`config.mk`:
```
export PLATFORM = sky130hd
export DESIGN_NAME = reg_file_mp
export DESIGN_NICKNAME = d
export VERILOG_FILES = /design/src/rtl/reg_file_mp.sv
export SDC_FILE = /design/constraint.sdc
export NUM_CORES = 2
export LEC_CHECK = 0
export BUFFER_PORTS_ARGS = -buffer_cell sky130_fd_sc_hd__buf_2
export CAP_MARGIN = 20
export CORE_MARGIN = 2
export CORE_UTILIZATION = 55
export CTS_CLUSTER_SIZE = 10
export DETAILED_ROUTE_END_ITERATION = 8
export PLACE_DENSITY = 0.68
export SYNTH_ARGS = -nofsm -noshare
export SYNTH_HDL_FRONTEND = slang
export SYNTH_SLANG_ARGS = --single-unit
```
`constraint.sdc`:
```
create_clock -name clk -period 2.9 [get_ports clk]
set_input_delay 0.145 -clock clk [delete_from_list [all_inputs] [get_ports clk]]
set_output_delay 0.145 -clock clk [all_outputs]
set_load 0.005 [all_outputs]
```
`src/rtl/reg_file_mp.sv`:
```
// reg_file_mp: multi-read-port register file with write forwarding, zero entry and pending scoreboard
// Ports:
//   clk, rst            rising-edge clock, synchronous active-high reset
//   rd_addr, rd_data    packed read addresses / registered read data (port i at slice i)
//   rd_pend             registered pending flag per read port
//   wr_en/addr/data     write port; a write clears the entry's pending bit
//   rsv_en, rsv_addr    mark an entry pending (a newer producer wins over a same-edge write)
//   pend_any            OR of all pending bits
module reg_file_mp #(
    parameter int WIDTH    = 32,
    parameter int DEPTH    = 32,
    parameter int NUM_READ = 2,
    parameter int ADDR_W   = $clog2(DEPTH)
) (
    input  logic                       clk,
    input  logic                       rst,
    input  logic [NUM_READ*ADDR_W-1:0] rd_addr,
    output logic [NUM_READ*WIDTH-1:0]  rd_data,
    output logic [NUM_READ-1:0]        rd_pend,
    input  logic                       wr_en,
    input  logic [ADDR_W-1:0]          wr_addr,
    input  logic [WIDTH-1:0]           wr_data,
    input  logic                       rsv_en,
    input  logic [ADDR_W-1:0]          rsv_addr,
    output logic                       pend_any
);
    logic [WIDTH-1:0] mem [DEPTH];
    logic [DEPTH-1:0] pend, pend_nxt;
    logic             wr_ok;
    assign wr_ok    = wr_en && wr_addr != '0;
    assign pend_any = |pend;
    always_comb begin
        pend_nxt = pend;
        if (wr_ok) pend_nxt[wr_addr] = 1'b0;
        if (rsv_en && rsv_addr != '0) pend_nxt[rsv_addr] = 1'b1;
    end
    // entry 0 is zeroed by reset and never written, so reads of it return 0 without a special case
    always_ff @(posedge clk) begin
        if (rst) begin
            for (int k = 0; k < DEPTH; k++) mem[k] <= '0;
            pend    <= '0;
            rd_data <= '0;
            rd_pend <= '0;
        end else begin
            if (wr_ok) mem[wr_addr] <= wr_data;
            pend <= pend_nxt;
            for (int i = 0; i < NUM_READ; i++) begin
                rd_data[i*WIDTH +: WIDTH] <= (wr_ok && wr_addr == rd_addr[i*ADDR_W +: ADDR_W]) ? wr_data : mem[rd_addr[i*ADDR_W +: ADDR_W]];
                rd_pend[i] <= (wr_ok && wr_addr == rd_addr[i*ADDR_W +: ADDR_W]) ? 1'b0 : pend[rd_addr[i*ADDR_W +: ADDR_W]];
            end
        end
    end
endmodule

```
Yosys cells after proc, flatten, opt, wreduce, memory -nomap -nowiden

Memory sizes are Yosys's and may differ from the RTL's. A register that Yosys moved wholly into a read port is not among the register bits.
Index checks and enable logic that the tools add are counted.

RAM bits: 1024
Bits of input ports: 56
Memories kept: 1
Flip-flop bits (word level): 34

Memory list:

| memory | words | bits a word | rd ports | clocked after Yosys merged registers in | wr ports | line | source |
|---|---|---|---|---|---|---|---|
| mem    | 32    | 32          | 2        | 2                                       | 32       | 27   | `logic [WIDTH-1:0] mem [DEPTH];` |

$lt $le $gt $ge: 6
Bitwise gates (word level): 3
Multiplexer cells: 18
Equal/unequal tests: 2
Reduce and logical (&&, ||, !) cells: 12

Operators by type and width:

| kind                                                               | number |
|---|---|
| two-way mux 32 bit                                                 | 3 |
| OR reduction 32 bit                                                | 2 |
| AND 32 bit                                                         | 1 |
| inverter 32 bit                                                    | 1 |
| OR 32 bit                                                          | 1 |
| less-than comparator 5 x 6 -> 1 bit (second input constant)        | 4 |
| binary-select mux 1 bit (select 5 bit)                             | 2 |
| demux 1 bit (select 5 bit)                                         | 2 |
| == test 5 bit                                                      | 2 |
| greater-or-equal comparator 5 x 1 -> 1 bit (second input constant) | 2 |
| two-way mux 1 bit                                                  | 10 |
| nonzero test 5 bit                                                 | 2 |
| logical AND 1 bit                                                  | 6 |
| two-way mux 5 bit                                                  | 1 |
| OR reduction 2 bit                                                 | 2 |

Longest topological paths before layout

Word-level depth: 9
Gate-level depth with buffers: 9
Depth with buffers taken out: 5

Least setup slack after synthesis

Ideal clock, no wire load.

Path type: input port to flip-flop
Start: input wr_addr[2]
End: memory mem[12][0], enable pin
Library setup time: 482 ps
Path buffers: 3
Stages on the path: 7
Path slack: 702 ps
Arrival: 1715 ps
Cells stage by stage: buf_2 > or3_1 > buf_2 > and3_1 > clkbuf_1 > nand2_1 > nand2_1

RTL lines:

| item        | line | source |
|---|---|---|
| from (decl) | 21   | `input logic [ADDR_W-1:0] wr_addr,` |
| to (decl)   | 27   |  |

Worst setup path in the final report

Start: register pend[5]
End: output pend_any

Cells in the longest elaborated chain, start to end: 1

Ends and longest elaborated chain:

| item                   | line | source |
|---|---|---|
| from (decl)            | 28   | `logic [DEPTH-1:0] pend, pend_nxt;` |
| from (signal assigned) | 46   | `pend <= pend_nxt;` |
| OR reduction 32 bit    | 31   | `assign pend_any = \|pend;` |
| to (decl)              | 25   | `output logic pend_any` |

Every way passes these cells.

==> summary.txt <==
Status
  – Outcome: finished, final reports clean

GRT
  – Overall track demand over capacity in global routing: 35.1%
  – Grt ovf: 0
  – Number of global-route vias before repair: 38028
  – Wire length of the first global-routing pass: 268 mm
  – Antenna violations before repair: 8
  – Pin count of the biggest net entering global routing: 73

Worst setup path
  – FF-to-FF Start: mem[18][0]
  – Endpoint required time on the critical path: 2760 ps
  – Setup crit start kind: flip-flop
  – Worst r2r dst: rd_data[32]
  – Reg2Reg Setup Slack: 840 ps
  – Max stage delay on crit path: 380 ps
  – Largest driver fanout on the critical path: 4
  – Crit path max-delay cell type: or2_2
  – Worst Path Class, Setup: reg -> out
  – Capturing element type of the critical path: primary output
  – Cell-by-cell trace of the critical path: nor4_1 > nand4_1 > or2_2 > buf_2
  – CP arrival: 2180 ps
  – Bufs and invs on worst path: 1
  – Reg2Reg Depth: 5
  – Family with the most delay on the worst path: simple AND/OR/NAND/NOR gates

Pwr
  – Standby leakage power: 0.0231 uW
  – Cell Pwr Density: 593 nW/um2
  – Worst IR Drop VDD: 549 uV

Floorplan
  – Core region area: 105000 um2
  – Starting density of the core: 55.4%
  – Total die area: 109000 um2
  – Die X: 330 um
  – Die extent in y: 330 um
  – Number of standard-cell rows in the floorplan: 119
  – Number of I/O pins: 123

Synth
  – Sequential share of the synthesized area: 56.1%
  – Async SR Flop Fraction: 0%
  – Post-synth top flop: edfxtp_1
  – Post-Syn Instances: 3946
  – Count of flip-flops with a built-in enable after synthesis: 1024
  – Cell area after technology mapping: 58300 um2
  – YS warnings: 0
  – Syn avg cell area: 14.8 um2
  – Count of distinct cell types in the synthesized netlist: 53
  – Number of storage elements in the synthesis netlist: 1122

Layout
  – Final instance area: 66000 um2
  – Total area of multi-input combinational cells: 24100 um2
  – Footprint of the flip-flops and latches: 32700 um2
  – Final design utilization: 62.7%
  – Count of filler cells inserted in the layout: 7597
  – # nets final: 4120
  – Share of layout cells above drive strength 1: 26.7%
  – Layout Area Growth over Synthesis: 13.2%

Timing
  – Setup repair after global routing missed its margin: no
  – Worst setup skew after layout: 22.3 ps
  – Peak clock frequency supported by timing: 430 MHz
  – Final hold vios: 0
  – Count of final max-slew check failures: 0
  – Pin slew with the least headroom to its limit: 1150 ps
  – Crit share post-route: 80.2%
  – Setup-violating endpoint count in the final report: 0
  – Final total negative setup slack: 0 ps
  – Headroom to the max-slew limit: 23.3%
  – Min Clock Period, post-route: 2330 ps

Clocking
  – Clock tree from TritonCTS: built
  – Max Buffers Root-to-Sink: 3
  – H-Tree Level Count: 4
  – Clock Sink Count: 1122
  – Post-CTS setup buffers: 0
  – Quantity of hold-fixing buffers added after cts: 45
  – Clock transition time at the flip-flop clock pins of the worst setup and hold paths: 60 ps
  – Resized cells post-CTS: 0
  – Cell at the root of the clock tree: clkbuf_16
  – Clock latency reported for the late side of the worst-skew pair: 740 ps
  – Number of buffers created by CTS: 133

Drt
  – Count of routing violations after the opening detailed-route iteration: 5303
  – Number of vias per cell: 6.76
  – Overall via count from detail_route: 37516
  – Detailed-route wire length: 188 mm
  – Total iterations of the first detailed-routing run: 6
  – Average wire length per cell after detail routing: 33.9 um
  – DRC: 0
  – Remaining number of nets flagged by the antenna check after routing: 0

Placement
  – Cell area after placement: 61600 um2
  – IO Port Bufs: 122
  – DP Wirelength: 109 mm
  – Final estimated routing congestion in global placement: 0.930

Worst hold path
  – Hold Crit Endpoint: pend[6]
  – Hold Path Origin: rst
  – Min-Delay Path Depth: 4
  – Worst hold path class: in -> reg

Flow run
  – Total of max-cap violations: 0
cell usage in the layout, fill, tap and decap left out, types with 6 or more instances in the layout:
cell type and instances:
a211oi_1 101, buf_12 58, clkbuf_1 74, mux2_2 38, a22oi_1 45, clkbuf_16 138, buf_4 139, o21ai_0 9
nand3b_1 7, inv_1 27, conb_1 32, a221o_1 12, nand2_2 31, nand4_1 17, nor2_2 6, dlygate4sd3_1 45
nand2_1 156, a211oi_2 10, edfxtp_1 1024, nor2_1 12, and2_1 994, nor2_4 26, dfxtp_1 98, and3_1 6
a211o_1 19, a221oi_1 19, nor2b_1 65, nand3_1 59, a32o_1 6, o22ai_1 35, buf_2 115, mux4_2 514
mux2i_1 110, a21oi_1 30, inv_6 7, nor4_1 9
through the flow:
stage               power, uW  std cells  hold WS (ps)  setup slack (ps)
finish                  39100       5552           105               573
global route            40100       5550          99.4               586
CTS                     39100       5548          44.3               622
detailed placement      23800       5274           491               380
global placement        23700       5274           486               364
floorplan               22000       3977           263               702
sequential cells by signal (all words and copies together) (netlist names):
register  cells
rd_pend       2
pend         32
rd_data      64
mem        1024
per-layer routing:
layer	part of all wire (%)	vias up	global-route usage (%)
met1	36	19202	47.1
met2	46	2560	54.0
li1	-	15262	-
met3	12	488	8.49
met5	0.014	-	0
met4	5.4	4	17.6
area by class of cell:
type | instances | share of cell area, %
diodes | 3 | 0.0114
clock buffers | 214 | 5.70
clock inverters | 15 | 0.237
inverters | 29 | 0.165
multi-input cells | 2414 | 36.6
flip-flops and latches | 1122 | 49.6
well taps | 1391 | 2.64
repair buffers | 364 | 5.07
power by group:
part	leakage (uW)	internal (uW)	total [uW]	switching, uW
registers	0.0106	18600	19100	503
logic	0.0107	1990	4550	2560
clock network	0.00188	8930	15500	6550
cells by family after synthesis:
| logic type | synth area share (%) |
|---|---|
| compound gates | 3.87 |
| xor+xnor | 0.150 |
| buf+inv | 3.29 |
| flops | 56.1 |
| mux | 22.5 |
| other cells | 0.00643 |
| simple gates | 14.1 |
tightest hold or removal path, cell delays in order:
cell	delay (ps)
buf_2	130
inv_2	290
nand2_2	150
o21ai_0	60
how the worst max path moves through the flow:
stage,endpoint,startpoint,slack (ps),cells past startpoint
after floorplan,mem[12][0],wr_addr[2],700,7
after global placement,rd_data[43],rd_addr[5],360,8
after detailed placement,rd_data[43],rd_addr[5],380,8
after CTS,pend_any,pend[6],620,4
after global routing,pend_any,pend[6],590,4
final,pend_any,pend[5],570,4
cell usage after synthesis (10+ instances only):
master | n | area, um2
edfxtp_1 | 1024 | 30700
and2_1 | 995 | 6220
mux4_2 | 514 | 11600
clkbuf_1 | 265 | 995
nand2_1 | 187 | 702
buf_2 | 112 | 561
mux2i_1 | 110 | 1100
a211oi_1 | 101 | 758
dfxtp_1 | 98 | 1960
nor2b_1 | 68 | 425
nand3_1 | 59 | 295
a22oi_1 | 45 | 338
nor2_1 | 44 | 165
mux2_2 | 38 | 428
o22ai_1 | 35 | 219
a21oi_1 | 30 | 150
inv_1 | 27 | 101
a211o_1 | 19 | 166
a221oi_1 | 19 | 166
nand4_1 | 17 | 106
buf_1 | 13 | 48.8
a221o_1 | 12 | 120
buf_4 | 12 | 90.1
a211oi_2 | 10 | 125
buf_6 | 10 | 113
Power figures use the tool's default switching activity.
